[src/rtl/regfile_wb_arbiter_if.sv]
// Bundle of every signal exchanged between the writeback arbiter and its
// neighbours. These are the pipeline writeback, the LLU result channel, the
// decode hazard query and the register-file write port.
interface regfile_wb_arbiter_if #(
    parameter int DATA_WIDTH = 64,
    parameter int REG_ADDR_W = 5
);
    logic                  pipe_we_i;
    logic [REG_ADDR_W-1:0] pipe_rd_addr_i;
    logic [DATA_WIDTH-1:0] pipe_data_i;
    logic                  pipe_stall_o;
    logic                  llu_issue_i;
    logic [REG_ADDR_W-1:0] llu_issue_rd_i;
    logic                  llu_valid_i;
    logic [REG_ADDR_W-1:0] llu_rd_addr_i;
    logic [DATA_WIDTH-1:0] llu_data_i;
    logic                  llu_ready_o;
    logic [REG_ADDR_W-1:0] dec_rs1_addr_i;
    logic [REG_ADDR_W-1:0] dec_rs2_addr_i;
    logic [REG_ADDR_W-1:0] dec_rd_addr_i;
    logic                  dec_stall_o;
    logic                  rf_we_o;
    logic [REG_ADDR_W-1:0] rf_addr_o;
    logic [DATA_WIDTH-1:0] rf_data_o;
    logic                  llu_busy_o;

    // Arbiter side
    modport slave (
        input  pipe_we_i, pipe_rd_addr_i, pipe_data_i,
        input  llu_issue_i, llu_issue_rd_i,
        input  llu_valid_i, llu_rd_addr_i, llu_data_i,
        input  dec_rs1_addr_i, dec_rs2_addr_i, dec_rd_addr_i,
        output pipe_stall_o, llu_ready_o, dec_stall_o,
        output rf_we_o, rf_addr_o, rf_data_o, llu_busy_o
    );

    // Environment side (pipeline, LLU, decode, register file)
    modport master (
        output pipe_we_i, pipe_rd_addr_i, pipe_data_i,
        output llu_issue_i, llu_issue_rd_i,
        output llu_valid_i, llu_rd_addr_i, llu_data_i,
        output dec_rs1_addr_i, dec_rs2_addr_i, dec_rd_addr_i,
        input  pipe_stall_o, llu_ready_o, dec_stall_o,
        input  rf_we_o, rf_addr_o, rf_data_o, llu_busy_o
    );
endinterface

[src/rtl/regfile_wb_arbiter.sv]
// Register-file write-port arbiter between the in-order pipeline writeback
// and a long-latency unit. The pipeline normally has priority. An LLU that is
// blocked for STARVE_LIMIT cycles is force-granted for one handshake. A
// pending scoreboard tracks outstanding LLU destinations, and decode is
// stalled on RAW/WAW hazards against them.
module regfile_wb_arbiter #(
    parameter int DATA_WIDTH   = 64,
    parameter int REG_ADDR_W   = 5,
    parameter int STARVE_LIMIT = 4
) (
    input  logic                 clk_i,
    input  logic                 arst_i,
    regfile_wb_arbiter_if.slave  bus
);
    localparam int         NREGS      = 1 << REG_ADDR_W;
    localparam logic [3:0] LIMIT_C    = 4'(STARVE_LIMIT);
    localparam logic [3:0] LIMIT_M1_C = 4'(STARVE_LIMIT - 1);

    typedef enum logic [0:0] {
        PRIO_PIPE = 1'b0,
        FORCE_LLU = 1'b1
    } state_t;

    state_t                state_r;
    logic [3:0]            starve_cnt_r;
    logic [NREGS-1:0]      pending_r;
    logic                  rf_we_r;
    logic [REG_ADDR_W-1:0] rf_addr_r;
    logic [DATA_WIDTH-1:0] rf_data_r;
    logic                  src_llu_r;

    logic                  pipe_req_s;
    logic                  pipe_grant_s;
    logic                  llu_ready_s;
    logic                  llu_hs_s;
    logic                  llu_blocked_s;
    logic [NREGS-1:0]      set_mask_s;
    logic [NREGS-1:0]      clr_mask_s;
    logic [NREGS-1:0]      pending_nxt_s;
    logic                  dec_stall_s;

    // Grant decision: the pipeline wins in PRIO_PIPE when it really writes, and the LLU owns the port in FORCE_LLU
    always_comb begin
        pipe_req_s   = bus.pipe_we_i & (bus.pipe_rd_addr_i != {REG_ADDR_W{1'b0}});
        pipe_grant_s = 1'b0;
        llu_ready_s  = 1'b0;
        case (state_r)
            PRIO_PIPE: begin
                pipe_grant_s = pipe_req_s;
                llu_ready_s  = ~pipe_req_s;
            end
            FORCE_LLU: begin
                pipe_grant_s = 1'b0;
                llu_ready_s  = 1'b1;
            end
            default: begin
                pipe_grant_s = 1'b0;
                llu_ready_s  = 1'b0;
            end
        endcase
        llu_hs_s      = bus.llu_valid_i & llu_ready_s;
        llu_blocked_s = (state_r == PRIO_PIPE) & bus.llu_valid_i & ~llu_ready_s;
    end

    // Arbitration FSM and starvation counter
    always_ff @(posedge clk_i) begin
        if (arst_i) begin
            state_r      <= PRIO_PIPE;
            starve_cnt_r <= 4'd0;
        end else begin
            case (state_r)
                PRIO_PIPE: begin
                    if (llu_hs_s) begin
                        starve_cnt_r <= 4'd0;
                    end else if (llu_blocked_s && (starve_cnt_r != LIMIT_C)) begin
                        starve_cnt_r <= starve_cnt_r + 4'd1;
                    end else begin
                        starve_cnt_r <= starve_cnt_r;
                    end
                    if (llu_blocked_s && (starve_cnt_r == LIMIT_M1_C)) begin
                        state_r <= FORCE_LLU;
                    end else begin
                        state_r <= PRIO_PIPE;
                    end
                end
                FORCE_LLU: begin
                    if (llu_hs_s) begin
                        state_r      <= PRIO_PIPE;
                        starve_cnt_r <= 4'd0;
                    end else begin
                        state_r      <= FORCE_LLU;
                        starve_cnt_r <= starve_cnt_r;
                    end
                end
                default: begin
                    state_r      <= PRIO_PIPE;
                    starve_cnt_r <= 4'd0;
                end
            endcase
        end
    end

    // Write-port register: capture the winner, and tag whether the LLU produced it
    always_ff @(posedge clk_i) begin
        if (arst_i) begin
            rf_we_r   <= 1'b0;
            rf_addr_r <= {REG_ADDR_W{1'b0}};
            rf_data_r <= {DATA_WIDTH{1'b0}};
            src_llu_r <= 1'b0;
        end else if (pipe_grant_s) begin
            rf_we_r   <= 1'b1;
            rf_addr_r <= bus.pipe_rd_addr_i;
            rf_data_r <= bus.pipe_data_i;
            src_llu_r <= 1'b0;
        end else if (llu_hs_s) begin
            rf_we_r   <= (bus.llu_rd_addr_i != {REG_ADDR_W{1'b0}});
            rf_addr_r <= bus.llu_rd_addr_i;
            rf_data_r <= bus.llu_data_i;
            src_llu_r <= 1'b1;
        end else begin
            rf_we_r   <= 1'b0;
            rf_addr_r <= rf_addr_r;
            rf_data_r <= rf_data_r;
            src_llu_r <= src_llu_r;
        end
    end

    // Scoreboard next value: an issue sets a bit and a committing LLU write clears it, with set taking priority
    always_comb begin
        set_mask_s = {NREGS{1'b0}};
        clr_mask_s = {NREGS{1'b0}};
        if (bus.llu_issue_i && (bus.llu_issue_rd_i != {REG_ADDR_W{1'b0}})) begin
            set_mask_s[bus.llu_issue_rd_i] = 1'b1;
        end else begin
            set_mask_s = {NREGS{1'b0}};
        end
        if (rf_we_r && src_llu_r) begin
            clr_mask_s[rf_addr_r] = 1'b1;
        end else begin
            clr_mask_s = {NREGS{1'b0}};
        end
        pending_nxt_s    = (pending_r & ~clr_mask_s) | set_mask_s;
        pending_nxt_s[0] = 1'b0;
    end

    // Scoreboard storage
    always_ff @(posedge clk_i) begin
        if (arst_i) begin
            pending_r <= {NREGS{1'b0}};
        end else begin
            pending_r <= pending_nxt_s;
        end
    end

    // Decode hazard check: uses registered pending bits only, and x0 never hazards
    always_comb begin
        dec_stall_s = ((bus.dec_rs1_addr_i != {REG_ADDR_W{1'b0}}) & pending_r[bus.dec_rs1_addr_i])
                    | ((bus.dec_rs2_addr_i != {REG_ADDR_W{1'b0}}) & pending_r[bus.dec_rs2_addr_i])
                    | ((bus.dec_rd_addr_i  != {REG_ADDR_W{1'b0}}) & pending_r[bus.dec_rd_addr_i]);
    end

    assign bus.llu_ready_o  = llu_ready_s;
    assign bus.pipe_stall_o = (state_r == FORCE_LLU);
    assign bus.dec_stall_o  = dec_stall_s;
    assign bus.llu_busy_o   = |pending_r;
    assign bus.rf_we_o      = rf_we_r;
    assign bus.rf_addr_o    = rf_addr_r;
    assign bus.rf_data_o    = rf_data_r;
endmodule

[src/flat_wrapper.sv]
// flat-port wrapper written by rule: the top's interface ports become plain ports
module regfile_wb_arbiter_flat 
#(
    parameter int DATA_WIDTH   = 64,
    parameter int REG_ADDR_W   = 5,
    parameter int STARVE_LIMIT = 4
)
  (clk_i, arst_i, bus_pipe_we_i, bus_pipe_rd_addr_i, bus_pipe_data_i, bus_llu_issue_i, bus_llu_issue_rd_i, bus_llu_valid_i, bus_llu_rd_addr_i, bus_llu_data_i, bus_dec_rs1_addr_i, bus_dec_rs2_addr_i, bus_dec_rd_addr_i, bus_pipe_stall_o, bus_llu_ready_o, bus_dec_stall_o, bus_rf_we_o, bus_rf_addr_o, bus_rf_data_o, bus_llu_busy_o);
  regfile_wb_arbiter_if #(.DATA_WIDTH(DATA_WIDTH), .REG_ADDR_W(REG_ADDR_W)) bus_i ();
  input  logic clk_i;
  input  logic arst_i;
  input wire logic [$bits(bus_i.pipe_we_i)-1:0] bus_pipe_we_i;
  input wire logic [$bits(bus_i.pipe_rd_addr_i)-1:0] bus_pipe_rd_addr_i;
  input wire logic [$bits(bus_i.pipe_data_i)-1:0] bus_pipe_data_i;
  input wire logic [$bits(bus_i.llu_issue_i)-1:0] bus_llu_issue_i;
  input wire logic [$bits(bus_i.llu_issue_rd_i)-1:0] bus_llu_issue_rd_i;
  input wire logic [$bits(bus_i.llu_valid_i)-1:0] bus_llu_valid_i;
  input wire logic [$bits(bus_i.llu_rd_addr_i)-1:0] bus_llu_rd_addr_i;
  input wire logic [$bits(bus_i.llu_data_i)-1:0] bus_llu_data_i;
  input wire logic [$bits(bus_i.dec_rs1_addr_i)-1:0] bus_dec_rs1_addr_i;
  input wire logic [$bits(bus_i.dec_rs2_addr_i)-1:0] bus_dec_rs2_addr_i;
  input wire logic [$bits(bus_i.dec_rd_addr_i)-1:0] bus_dec_rd_addr_i;
  output wire logic [$bits(bus_i.pipe_stall_o)-1:0] bus_pipe_stall_o;
  output wire logic [$bits(bus_i.llu_ready_o)-1:0] bus_llu_ready_o;
  output wire logic [$bits(bus_i.dec_stall_o)-1:0] bus_dec_stall_o;
  output wire logic [$bits(bus_i.rf_we_o)-1:0] bus_rf_we_o;
  output wire logic [$bits(bus_i.rf_addr_o)-1:0] bus_rf_addr_o;
  output wire logic [$bits(bus_i.rf_data_o)-1:0] bus_rf_data_o;
  output wire logic [$bits(bus_i.llu_busy_o)-1:0] bus_llu_busy_o;
  assign bus_i.pipe_we_i = bus_pipe_we_i;
  assign bus_i.pipe_rd_addr_i = bus_pipe_rd_addr_i;
  assign bus_i.pipe_data_i = bus_pipe_data_i;
  assign bus_i.llu_issue_i = bus_llu_issue_i;
  assign bus_i.llu_issue_rd_i = bus_llu_issue_rd_i;
  assign bus_i.llu_valid_i = bus_llu_valid_i;
  assign bus_i.llu_rd_addr_i = bus_llu_rd_addr_i;
  assign bus_i.llu_data_i = bus_llu_data_i;
  assign bus_i.dec_rs1_addr_i = bus_dec_rs1_addr_i;
  assign bus_i.dec_rs2_addr_i = bus_dec_rs2_addr_i;
  assign bus_i.dec_rd_addr_i = bus_dec_rd_addr_i;
  assign bus_pipe_stall_o = bus_i.pipe_stall_o;
  assign bus_llu_ready_o = bus_i.llu_ready_o;
  assign bus_dec_stall_o = bus_i.dec_stall_o;
  assign bus_rf_we_o = bus_i.rf_we_o;
  assign bus_rf_addr_o = bus_i.rf_addr_o;
  assign bus_rf_data_o = bus_i.rf_data_o;
  assign bus_llu_busy_o = bus_i.llu_busy_o;
  regfile_wb_arbiter #(.DATA_WIDTH(DATA_WIDTH), .REG_ADDR_W(REG_ADDR_W), .STARVE_LIMIT(STARVE_LIMIT)) u_core (.clk_i(clk_i), .arst_i(arst_i), .bus(bus_i));
endmodule
[config.mk]
export PLATFORM = sky130hd
export DESIGN_NAME = regfile_wb_arbiter_flat
export DESIGN_NICKNAME = d
export VERILOG_FILES = /design/src/rtl/regfile_wb_arbiter_if.sv /design/src/rtl/regfile_wb_arbiter.sv /design/src/flat_wrapper.sv
export SDC_FILE = /design/constraint.sdc
export NUM_CORES = 1
export LEC_CHECK = 0
export BUFFER_PORTS_ARGS = -buffer_cell sky130_fd_sc_hd__buf_2
export CORE_MARGIN = 1.5
export CORE_UTILIZATION = 52
export CTS_CLUSTER_DIAMETER = 100
export DETAILED_ROUTE_END_ITERATION = 10
export PLACE_DENSITY_LB_ADDON = 0.08
export SLEW_MARGIN = 20
export SYNTH_ARGS = -nofsm -noshare
export SYNTH_HDL_FRONTEND = slang
export SYNTH_SLANG_ARGS = --single-unit
[constraint.sdc]
create_clock -name clk_i -period 4.98 [get_ports clk_i]
set_clock_uncertainty 0.05 [all_clocks]
set_input_delay 0.747 -clock clk_i [delete_from_list [all_inputs] [get_ports clk_i]]
set_output_delay 0.747 -clock clk_i [all_outputs]
set_load 0.05 [all_outputs]
# ---- Yosys cells after proc, flatten, opt, wreduce, memory -nomap -nowiden
# Cells that the tools add are included.
dict set report word_totals {
  regBits 108
  input_bits 163
  out_inout_bits 74
}
dict set report op_classes {
  add_sub_neg 1
  n_lt_le_gt_ge 7
  n_eq_ne 4
  muxes 27
  bitwise_logic 15
  n_reduce_logical 16
}
# operator n
set op_table {}
lappend op_table {{64-bit two-way mux} 2}
lappend op_table {{32-bit two-way mux} 2}
lappend op_table {{32-bit bitwise AND} 1}
lappend op_table {{32-bit inverter} 1}
lappend op_table {{32-bit OR} 1}
lappend op_table {{32-bit OR reduction} 1}
lappend op_table {{5-bit by 6-bit < comparator with 1-bit output, second input constant} 5}
lappend op_table {{5-bit nonzero test} 6}
lappend op_table {{1-bit binary-select mux with 5-bit select} 3}
lappend op_table {{4-bit two-way mux} 3}
lappend op_table {{1-bit demux with 5-bit select} 2}
lappend op_table {{5-bit by 1-bit >= comparator with 1-bit output, second input constant} 2}
lappend op_table {{5-bit two-way mux} 2}
lappend op_table {{1-bit two-way mux} 9}
lappend op_table {{4-bit one-hot mux with 2 select lines} 1}
lappend op_table {{1-bit bitwise AND} 7}
lappend op_table {{1-bit logical AND} 6}
lappend op_table {{1-bit one-hot mux with 2 select lines} 3}
lappend op_table {{4-bit by 1-bit adder with 4-bit output, second input constant} 1}
lappend op_table {{4-bit by 2-bit equality test with 1-bit output, second input constant} 1}
lappend op_table {{4-bit by 3-bit inequality test with 1-bit output, second input constant} 1}
lappend op_table {{3-bit by 2-bit inequality test with 1-bit output, second input constant} 1}
lappend op_table {{1-bit inverter} 3}
lappend op_table {{2-bit inequality test, second input constant} 1}
lappend op_table {{4 further kinds} 5}

# ---- Logic depth before layout (Yosys ltp)
# Gate-level depths: netlist (run 1).
dict set report depth {
  word_depth 10
  depth_mapped 7
  depth_no_buf 7
}

# ---- Least setup slack after synthesis (run 1)
# Ideal clock, no wire load.
dict set report synth_path {
  kind {input to output}
  from {in bus_dec_rd_addr_i[1]}
  to {out bus_dec_stall_o}
  t_arrival_ns 2.466
  required_ns 4.183
  setup_slack_ns 1.717
  path_stages 6
  path_cell_list {clkbuf_1 mux4_2 a32oi_1 o211ai_1 a21oi_1 nand4_1}
}
dict set report synth_between {
  elab_chain_cells 4
}
# element line_no
set synth_lines {}
lappend synth_lines {{start: declaration} flat_wrapper.sv:22} ;# input wire logic [$bits(bus_i.dec_rd_addr_i)-1:0] bus_dec_rd_addr_i;
lappend synth_lines {{1-bit binary-select mux with 5-bit select} regfile_wb_arbiter.sv:159} ;# | ((bus.dec_rd_addr_i != {REG_ADDR_W{1'b0}}) & pending_r[bus.dec_rd_addr_i]);
lappend synth_lines {{1-bit two-way mux (implied by the code)} regfile_wb_arbiter.sv:159}
lappend synth_lines {{1-bit bitwise AND (*)} regfile_wb_arbiter.sv:159}
lappend synth_lines {{1-bit OR (*)} regfile_wb_arbiter.sv:159}
lappend synth_lines {{end: declaration} flat_wrapper.sv:25} ;# output wire logic [$bits(bus_i.dec_stall_o)-1:0] bus_dec_stall_o;
# Every way passes the cells marked *; elsewhere a longest branch is shown, timed or not. The select of a mux whose other input is x is not followed.

# ---- Final worst setup path (run 1)
dict set report layout_path {
  from {in bus_dec_rs1_addr_i[0]}
  to {out bus_dec_stall_o}
}
dict set report layout_between {
  elab_chain_cells 5
}
# element line_no
set layout_lines {}
lappend layout_lines {{start: declaration} flat_wrapper.sv:20} ;# input wire logic [$bits(bus_i.dec_rs1_addr_i)-1:0] bus_dec_rs1_addr_i;
lappend layout_lines {{1-bit binary-select mux with 5-bit select} regfile_wb_arbiter.sv:157} ;# dec_stall_s = ((bus.dec_rs1_addr_i != {REG_ADDR_W{1'b0}}) & pending_r[bus.dec_rs1_addr_i])
lappend layout_lines {{1-bit two-way mux (implied by the code)} regfile_wb_arbiter.sv:157}
lappend layout_lines {{1-bit bitwise AND (*)} regfile_wb_arbiter.sv:157}
lappend layout_lines {{1-bit OR (*)} regfile_wb_arbiter.sv:158} ;# | ((bus.dec_rs2_addr_i != {REG_ADDR_W{1'b0}}) & pending_r[bus.dec_rs2_addr_i])
lappend layout_lines {{1-bit OR (*)} regfile_wb_arbiter.sv:159}
# Marks and branches as above.

==> results.tsv, run 1 <==
stage	metric	value	unit
cts	Root Driver	clkbuf_8	
cts	worst skew pair latency	0.37	ns
placed_design	DP Worst Slack	1.77	ns
logic_synthesis	largest family of logic cells by synthesized area	multiplexers	
final_layout	Multi-input gate area	0.00320	mm2
routing	final wirelength	16300	um
run_status	status	completed	
logic_synthesis	sequential-to-total area share from yosys stat	38.2	%
floorplanning	die area	0.0114	mm2
floorplanning	IO Pins	237	
cts	CTS tree	yes	
min_path	Hold/Removal Path Class	reg2reg	
cts	Setup Fix Bufs, Post-CTS	0	
floorplanning	Starting Density	53.8	%
timing	fin worst setup slack	1.75	ns
routing	DRT Pass-1 Iters	6	
worst_setup_path	critical path launch point type	input port	
worst_setup_path	required time of the critical path	4.18	ns
routing	Via density	5.81	
cts	hold buffers post-CTS	0	
floorplanning	die width	107	um
timing	Max-slew headroom	34.2	%
global_routing	GRT Total Usage	28.1	%
run	total of max-cap violations	0	
timing	RSZ-0062 raised after global routing	false	
power	peak supply drop	182	uV
logic_synthesis	Mapped Area	0.00561	mm2
placed_design	hpwl dp	11700	um
cts	htree depth	3	
logic_synthesis	syn nets	769	
final_layout	post-layout util	66.6	%
floorplanning	Core ar.	0.0104	mm2
worst_setup_path	Cell Chain, Critical Path	buf_2, mux2_2, a221oi_1, a2111oi_0, nor4_1, nand4_1, buf_2	
worst_setup_path	CP most frequent cell	buf_2	
routing	Final ANT Viol Nets	0	
logic_synthesis	XOR/XNOR share of the synthesized area	0.468	%
cts	CTS Buf Count	9	
logic_synthesis	mux cell area share after synthesis	21.5	%
logic_synthesis	async set-reset flop share out of synthesis	0	%
worst_setup_path	Setup Crit Path Kind	in2out	
global_routing	initial antenna violation count	0	
worst_setup_path	internal reg-to-reg setup slack	3.33	ns
timing	WHS	0.484	ns
logic_synthesis	Syn Inst Count	604	
timing	Hold Fails Final Rpt	0	
timing	fin crit share	64.8	%
logic_synthesis	Post-synth top flop	dfxtp_1	
timing	fmax	310	MHz
logic_synthesis	complex-gate fraction of the synthesized area	19.4	%
logic_synthesis	synth unique cells	47	
final_layout	synthesis-to-finish area growth	23.8	%
logic_synthesis	simple-gate portion of the synthesized area	15.1	%
final_layout	Nets	968	
global_routing	grt total ovfl	0	
global_routing	vias in the first global route	5144	
routing	DR iter-0 viols	406	
worst_setup_path	critical path data arrival time	2.43	ns
logic_synthesis	Syn. warnings	0	
timing	minimum clock period	3.23	ns
placed_design	Buffers on Ports	236	
worst_setup_path	CP peak stage delay	0.39	ns
global_routing	first-pass GRT wire length	25500	um
floorplanning	# rows	37	
logic_synthesis	Synth Area in Adders	0.446	%
global_routing	largest net degree at the start of global routing	141	
worst_setup_path	Crit Path Max Fanout	14	
logic_synthesis	FF+latch count, synth	107	
timing	final setup fails	0	
power	PwrDens	279	mW/mm2
cts	clk buf depth	2	
logic_synthesis	Post-Syn Area per Cell	9.29	um2
cts	Clock Pin Slew Worst Setup and Hold Paths	0.10	ns
final_layout	FILL cells	923	
timing	setup TNS	0	ns
final_layout	# diodes	0	
routing	WL/cell	17.2	um
worst_setup_path	Critical Path Sink Type	output port	
placed_design	routability cong.	0.885	
timing	Slew Limit Fails	0	
cts	CTS Sinks	107	
worst_setup_path	critical path's slowest cell	mux2_2	
timing	Worst Max-Slew Pin Slew	0.985	ns
final_layout	FF/Latch Area	0.00214	mm2
routing	vias	5486	
floorplanning	Die Span Y	107	um
power	Static Leak	0.00310	uW
routing	Post-route DRC	0	
logic_synthesis	number of enable flip-flop cells after synthesis	0	
final_layout	share of post-route cells with drive strength above 1	37.1	%
cts	post_cts resized	0	
power breakdown:
group,switching [uW],total (uW),internal [uW]
Clock,297,495,199
Sequential,36.8,942,905
Combinational,332,498,167
metal layers:
metal  share of wire, %  vias up  track usage [%]  wire (um)
li1                   -     2627                -          -
met1                 39     2519             34.2       6410
met2                 47      296             46.4       7700
met3                 10       44             8.21       1710
met4                2.8        0             11.8        451
met5                  0        -                0          0
stage by stage:
step	cell area [um2]	std cells	total power (uW)
after floorplan	5610	604	1310
after global placement	6760	928	1450
after detailed placement	6760	928	1460
after CTS	6940	944	1950
after global routing	6940	944	2020
final	6940	944	1940
path summary, 6_finish.rpt:
check,start,end,depth (start not counted)
worst max-delay path,bus_dec_rs1_addr_i[0],bus_dec_stall_o,7
worst min-delay path,u_core.src_llu_r,u_core.src_llu_r,2
worst max register to register,u_core.bus.pipe_stall_o,u_core.bus.pipe_stall_o,6
worst min register to register,u_core.src_llu_r,u_core.src_llu_r,2
cell usage in the layout (no fill, tap or decap), types with 2 or more instances in the layout:
cell type / instances
buf_2: 234
dfxtp_1: 107
nor2_1: 85
mux2i_1: 71
a211oi_1: 49
nand2_1: 44
a21oi_1: 34
o21ai_0: 32
a211oi_2: 18
mux4_2: 17
mux2_2: 10
nor4_1: 10
clkbuf_8: 10
inv_1: 9
nor2b_1: 7
a2111oi_0: 6
nor3b_1: 5
nand3b_1: 4
nand4_1: 4
or4_1: 3
nand2b_1: 3
o211ai_1: 3
nand3_1: 3
and3b_1: 3
a221oi_1: 2
a22oi_1: 2
xor2_1: 2
and3_1: 2
or3_1: 2
nor3_1: 2
ha_1: 2
clkinv_2: 2
buf_4: 2
area by class of cell:
cell class	count	area share [%]
clock buffer	11	2.04
clock inverter	5	0.541
inverter	9	0.487
multi-input combinational	438	46.1
sequential	107	30.9
tap	136	2.45
timing repair buffer	238	17.5
cells by family (layout without fill, tap and decap cells):
| family | after synthesis | in the layout |
|---|---|---|
| simple gates | 182 | 182 |
| xor+xnor | 3 | 3 |
| mux | 98 | 98 |
| flops | 107 | 107 |
| fa+ha+maj | 2 | 2 |
| compound gates | 153 | 153 |
| buf+inv | 59 | 263 |
worst max-delay path: cells and delay by family:
kind                   cells  cell delay [ns]
buffers and inverters      2             0.50
AND/OR/NAND/NOR            2             0.45
multiplexers               1             0.39
AO/OA/AOI/OAI              2             0.33
synth_stat cells, drive strengths merged, types with 4 or more instances:
cell type  instances  area [um2]
nor2              85         319
nand2             44         165
dfxtp            107        2140
buf               25         148
nor4              10        62.6
clkbuf            25        93.8
nand3b             4        30.0
o21ai             33         169
nand4              4        25.0
a21oi             34         170
nor3b              5        37.5
mux2i             71         711
mux4              17         383
a211oi            67         593
mux2              10         113
a2111oi            6        52.6
inv                9        33.8
nor2b              7        43.8
registers in the layout, summed over array words and instances (netlist names):
register                 flops
u_core.bus.pipe_stall_o      1
u_core.bus.rf_addr_o         5
u_core.bus.rf_data_o        64
u_core.bus.rf_we_o           1
u_core.pending_r            31
u_core.src_llu_r             1
u_core.starve_cnt_r          4
(Power assumes the default switching activity.)
==> inputs of run 2 (changes only) <==
--- a/config.mk
+++ b/config.mk
@@ -7,7 +7,7 @@
 export LEC_CHECK = 0
 export BUFFER_PORTS_ARGS = -buffer_cell sky130_fd_sc_hd__buf_2
 export CORE_MARGIN = 1.5
-export CORE_UTILIZATION = 52
+export CORE_UTILIZATION = 44
 export CTS_CLUSTER_DIAMETER = 100
 export DETAILED_ROUTE_END_ITERATION = 10
 export PLACE_DENSITY_LB_ADDON = 0.08
==> constraint.sdc (replaced) <==
create_clock -name clk_i -period 2.6 [get_ports clk_i]
set_clock_uncertainty 0.05 [all_clocks]
set_input_delay 0.39 -clock clk_i [delete_from_list [all_inputs] [get_ports clk_i]]
set_output_delay 0.39 -clock clk_i [all_outputs]
set_load 0.05 [all_outputs]
==> run 2 against run 1 <==
Against the previous run:
- power rose by 120%
- hold slack got worse by 0.24 ns
- global-route usage fell by 2.6 points
- sequential power rose by 91%
- non-clock buffer count rose by 9
==> results.tsv, run 2 (synthesis results as in run 1) <==
stage	metric	value	unit
worst_setup_path	internal reg-to-reg setup slack	0.98	ns
floorplanning	die area	0.0134	mm2
timing	minimum clock period	2.50	ns
final_layout	FF/Latch Area	0.00214	mm2
cts	htree depth	3	
final_layout	FILL cells	1178	
cts	Root Driver	clkbuf_16	
timing	Max-slew headroom	54.2	%
cts	clk buf depth	2	
worst_setup_path	reg2reg end	u_core.bus.pipe_stall_o	
worst_setup_path	critical path launch point type	input port	
floorplanning	Core ar.	0.0125	mm2
run	total of max-cap violations	0	
worst_setup_path	critical path's slowest cell	mux2_2	
min_path	hold depth	3	
worst_setup_path	required time of the critical path	2.16	ns
worst_setup_path	Critical Path Sink Type	output port	
cts	worst skew pair latency	0.36	ns
cts	CTS tree	yes	
global_routing	initial antenna violation count	0	
routing	Post-route DRC	0	
power	PwrDens	597	mW/mm2
routing	final wirelength	16900	um
global_routing	GRT Total Usage	25.5	%
floorplanning	Die Span Y	116	um
timing	fin crit share	96.1	%
floorplanning	IO Pins	237	
global_routing	vias in the first global route	5443	
final_layout	share of post-route cells with drive strength above 1	37.9	%
timing	setup TNS	0	ns
worst_setup_path	Setup Crit Path Kind	in2out	
worst_setup_path	Crit Path Max Fanout	14	
worst_setup_path	CP peak stage delay	0.38	ns
cts	CTS Sinks	107	
final_layout	most frequent cells in the layout	233 x buf_2, 106 x dfxtp_1, 85 x nor2_1	
routing	Final ANT Viol Nets	0	
worst_setup_path	r2r worst-path depth	6	
worst_setup_path	Cell Chain, Critical Path	buf_2, mux2_2, a221oi_1, a2111oi_0, nor4_1, nand4_1, buf_4	
timing	Worst Max-Slew Pin Slew	0.685	ns
floorplanning	die width	116	um
routing	vias	5456	
min_path	hold endpoint	u_core.bus.rf_addr_o[4]	
cts	hold buffers post-CTS	0	
power	Static Leak	0.00322	uW
global_routing	met1 Track Usage GR	29.3	%
placed_design	DP Area	0.00687	mm2
min_path	Hold/Removal Path Class	in2reg	
cts	CTS Buf Count	9	
worst_setup_path	critical path data arrival time	2.06	ns
timing	final setup fails	0	
floorplanning	Starting Density	44.8	%
placed_design	routability cong.	0.922	
routing	DR iter-0 viols	347	
timing	Slew Limit Fails	0	
final_layout	Finished Cell Area	0.00721	mm2
routing	Via density	5.52	
final_layout	synthesis-to-finish area growth	28.5	%
timing	RSZ-0062 raised after global routing	false	
routing	WL/cell	17.1	um
min_path	worst hold start	bus_pipe_rd_addr_i[4]	
global_routing	largest net degree at the start of global routing	57	
final_layout	Multi-input gate area	0.00320	mm2
run_status	status	completed	
routing	DRT Pass-1 Iters	4	
worst_setup_path	worst r2r src	u_core.bus.pipe_stall_o	
global_routing	first-pass GRT wire length	26800	um
timing	Hold Fails Final Rpt	0	
final_layout	commonest non-fill, non-tap cell in the layout	buf_2	
power	peak supply drop	390	uV
final_layout	Nets	977	
timing	fmax	400	MHz
global_routing	grt total ovfl	0	
cts	Clock Pin Slew Worst Setup and Hold Paths	0.08	ns
global_routing	GR peak layer	met2	
floorplanning	# rows	41	
final_layout	# diodes	0	
final_layout	max FFs per register	64	
placed_design	Buffers on Ports	236	
global_routing	met3 usage	6.90	%
global_routing	routing usage on met2	44.3	%
placed_design	hpwl dp	12700	um
-- run 2: worst max-delay path by stage --
stage	startpoint	to	slack, ns	depth (start not counted)
2_1_floorplan	bus_dec_rd_addr_i[1]	bus_dec_stall_o	0.05	6
3_3_place_gp	bus_dec_rs1_addr_i[0]	bus_dec_stall_o	0.17	7
3_5_place_dp	bus_dec_rs1_addr_i[0]	bus_dec_stall_o	0.08	7
4_1_cts	u_core.pending_r[30]	bus_dec_stall_o	0.04	6
5_1_grt	bus_dec_rs1_addr_i[0]	bus_dec_stall_o	0.02	7
6_report	bus_dec_rs1_addr_i[0]	bus_dec_stall_o	0.10	7
-- run 2: metal layers --
| layer | vias to the layer above | share of wire, % |
|---|---|---|
| li1 | 2642 | - |
| met5 | - | 0 |
| met1 | 2564 | 39 |
| met2 | 214 | 52 |
| met3 | 36 | 6.7 |
| met4 | 0 | 2.8 |
-- run 2: metrics by stage --
step                      total power [uW]  hold slack [ns]  setup slack (ns)  instances  utilization, %
after CTS                             4340            0.239            0.0431        989            57.5
after global placement                2790            0.455             0.170        973            54.9
after global routing                  4480            0.245            0.0169        989            57.6
after detailed placement              2810            0.459            0.0758        973            54.9
final                                 4300            0.246             0.101        989            57.6
after floorplan                       2510            0.427            0.0515        604               -
-- run 2: repair_timing --
item                                    4_1_cts  5_1_grt
gates resized for setup                       0        4
setup buffers                                 0        0
hold endpoints to repair                      0        0
endpoints found under the setup margin        0        1
-- run 2: worst max-delay path: cells and delay by family --
| family | cells | cell delay (ns) |
|---|---|---|
| AND/OR/NAND/NOR | 2 | 0.43 |
| multiplexers | 1 | 0.38 |
| buffers and inverters | 2 | 0.51 |
| AO/OA/AOI/OAI | 2 | 0.34 |
-- run 2: cell type report --
class | instances | share of cell area (%)
Tap cell | 172 | 2.99
Clock inverter | 5 | 1.23
Multi-Input combinational cell | 438 | 44.4
Clock buffer | 11 | 3.37
Inverter | 9 | 0.469
Sequential cell | 107 | 29.7
Timing Repair Buffer | 247 | 17.8
-- run 2: report_power, final --
| part | internal [uW] | leakage, uW | switching (uW) |
|---|---|---|---|
| Combinational | 327 | 0.00217 | 642 |
| Sequential | 1730 | 0.000883 | 68.3 |
| Clock | 885 | 0.000163 | 644 |
| Total | 2950 | 0.00322 | 1360 |
==> inputs of run 3 (changes only) <==
==> constraint.sdc (replaced) <==
create_clock -name clk_i -period 2.1 [get_ports clk_i]
set_clock_uncertainty 0.05 [all_clocks]
set_input_delay 0.315 -clock clk_i [delete_from_list [all_inputs] [get_ports clk_i]]
set_output_delay 0.315 -clock clk_i [all_outputs]
set_load 0.05 [all_outputs]
==> run 3 against run 2 <==
Against the previous run:
- the flow now finishes with violations (setup timing)
- largest cell class unchanged
- critical path depth fell by 1
- wire length rose by 3.7%
- flip-flop and latch count did not move
==> results.tsv, run 3 (synthesis results as in run 1) <==
stage	metric	value	unit
final_layout	Multi-input gate area	0.00329	mm2
timing	fin crit share	115	%
floorplanning	Core ar.	0.0125	mm2
power	Reg power frac	43.4	%
final_layout	most frequent cells in the layout	231 x buf_2, 91 x dfxtp_1, 85 x nor2_1	
routing	WL/cell	17.5	um
global_routing	initial antenna violation count	0	
cts	CTS tree	yes	
worst_setup_path	Crit Path Max Fanout	5	
timing	fin worst setup slack	-0.306	ns
worst_setup_path	reg2reg end	u_core.starve_cnt_r[3]	
final_layout	# diodes	0	
cts	Clock Pin Slew Worst Setup and Hold Paths	0.07	ns
placed_design	hpwl dp	13000	um
worst_setup_path	worst r2r src	u_core.starve_cnt_r[0]	
worst_setup_path	r2r worst-path depth	7	
global_routing	vias in the first global route	5366	
global_routing	largest net degree at the start of global routing	70	
routing	DRT Pass-1 Iters	5	
worst_setup_path	required time of the critical path	1.74	ns
routing	Post-route DRC	0	
timing	Max-slew headroom	51.8	%
power	power share of the clock group	32.0	%
global_routing	first-pass GRT wire length	26900	um
worst_setup_path	critical path capture point	bus_dec_stall_o	
final_layout	final std cells w/o fill	1002	
power	Static Leak	0.00331	uW
worst_setup_path	critical path data arrival time	2.04	ns
floorplanning	Starting Density	44.8	%
final_layout	synthesis-to-finish area growth	32.6	%
placed_design	Placed Instances	987	
power	peak supply drop	494	uV
min_path	Hold/Removal Path Class	in2reg	
cts	CTS Sinks	107	
global_routing	grt total ovfl	0	
final_layout	FILL cells	1146	
final_layout	max FFs per register	64	
run_status	status	finished, violations left	
routing	vias	5512	
timing	WHS	0.199	ns
final_layout	FF/Latch Area	0.00216	mm2
run_status	failing checks	setup timing	
timing	Worst Max-Slew Pin Slew	0.721	ns
floorplanning	die area	0.0134	mm2
timing	RSZ-0062 raised after global routing	true	
timing	minimum clock period	2.41	ns
timing	fmax	416	MHz
cts	CTS Buf Count	9	
routing	Via density	5.50	
floorplanning	# rows	41	
worst_setup_path	internal reg-to-reg setup slack	0.49	ns
floorplanning	die width	116	um
cts	hold buffers post-CTS	0	
final_layout	commonest non-fill, non-tap cell in the layout	buf_2	
min_path	worst hold start	bus_pipe_rd_addr_i[0]	
cts	Setup Fix Bufs, Post-CTS	0	
timing	Hold Fails Final Rpt	0	
final_layout	Nets	991	
worst_setup_path	critical path launch point type	flop	
worst_setup_path	Critical Path Sink Type	output port	
final_layout	share of post-route cells with drive strength above 1	41.7	%
timing	final setup fails	1	
placed_design	Buffers on Ports	236	
routing	Final ANT Viol Nets	0	
worst_setup_path	Setup crit start	u_core.pending_r[7]	
run	total of max-cap violations	0	
cts	clk buf depth	2	
power	sw frac	31.7	%
power	combinational share of power	24.6	%
cts	htree depth	3	
timing	Slew Limit Fails	0	
routing	final wirelength	17500	um
cts	worst skew pair latency	0.34	ns
routing	DR iter-0 viols	364	
power	PwrDens	691	mW/mm2
placed_design	routability cong.	0.868	
power	Power Internal	3510	uW
floorplanning	Die Span Y	116	um
worst_setup_path	Setup Crit Path Kind	reg2out	
global_routing	GRT Total Usage	25.5	%
power	switching power	1630	uW
cts	Root Driver	clkbuf_16	
floorplanning	IO Pins	237	
-- run 3: cell count changes in the layout (fill, tap and decap cells not counted), moves of 3 or more --
cell       previous run  this run
a2111oi_0             5         1
clkbuf_1              1         4
buf_12                1         5
buf_4                13        22
dfxtp_2               1        15
dfxtp_1             106        91
-- run 3: stage by stage --
step	util, %	power (uW)	worst slack (ns)	cell area, um2	setup TNS (ns)
after CTS	58.8	5160	-0.292	7360	-0.292
after detailed placement	56.3	3510	-0.248	7040	-0.270
after global placement	56.3	3490	-0.194	7040	-0.194
after global routing	59.4	5370	-0.389	7440	-0.408
after floorplan	-	3120	-0.104	5660	-0.104
final	59.4	5140	-0.306	7440	-0.306
-- run 3: timing repair --
action | CTS | global route
pin swaps | 3 | 4
gates resized for setup | 19 | 19
endpoints found under the setup margin | 2 | 2
-- run 3: power groups by stage --
stage / registers (uW) / logic (uW) / clock network (uW)
after floorplan: 2620 / 496 / 0
after global placement: 2270 / 1220 / 0
after CTS: 2230 / 1250 / 1680
after global routing: 2240 / 1340 / 1790
after detailed placement: 2270 / 1240 / 0
final: 2230 / 1260 / 1640
-- run 3: per-layer routing --
| layer | vias up | part of all wire, % | global-route usage [%] |
|---|---|---|---|
| li1 | 2670 | - | - |
| met1 | 2605 | 39 | 29.7 |
| met2 | 211 | 53 | 45.7 |
| met3 | 26 | 6.5 | 6.54 |
| met4 | 0 | 1.9 | 8.46 |
| met5 | - | 0 | 0 |
-- run 3: worst min-delay path by stage --
| stage | endpoint | slack, ns | cells after the start |
|---|---|---|---|
| finish | u_core.bus.rf_addr_o[0] | 0.20 | 3 |
| global route | u_core.bus.rf_data_o[56] | 0.19 | 3 |
| CTS | u_core.bus.rf_addr_o[0] | 0.18 | 3 |
| detailed placement | u_core.pending_r[11] | 0.47 | 2 |
| global placement | u_core.pending_r[11] | 0.46 | 2 |
| floorplan | u_core.bus.rf_addr_o[0] | 0.43 | 2 |
-- run 3: area by class of cell --
type / instances / share of cell area, %
Clock inverter: 2 / 0.505
Clock buffer: 13 / 3.23
Sequential cell: 107 / 29.1
Inverter: 9 / 0.454
Timing Repair Buffer: 261 / 19.5
Tap cell: 172 / 2.89
Multi-Input combinational cell: 438 / 44.3
-- run 3: worst max-delay path: stages (launching register included) --
cell	delay, ns
dfxtp_4	0.37
mux4_2	0.47
o32ai_2	0.21
nor4_1	0.09
a21oi_1	0.17
nand4_1	0.18
buf_6	0.20
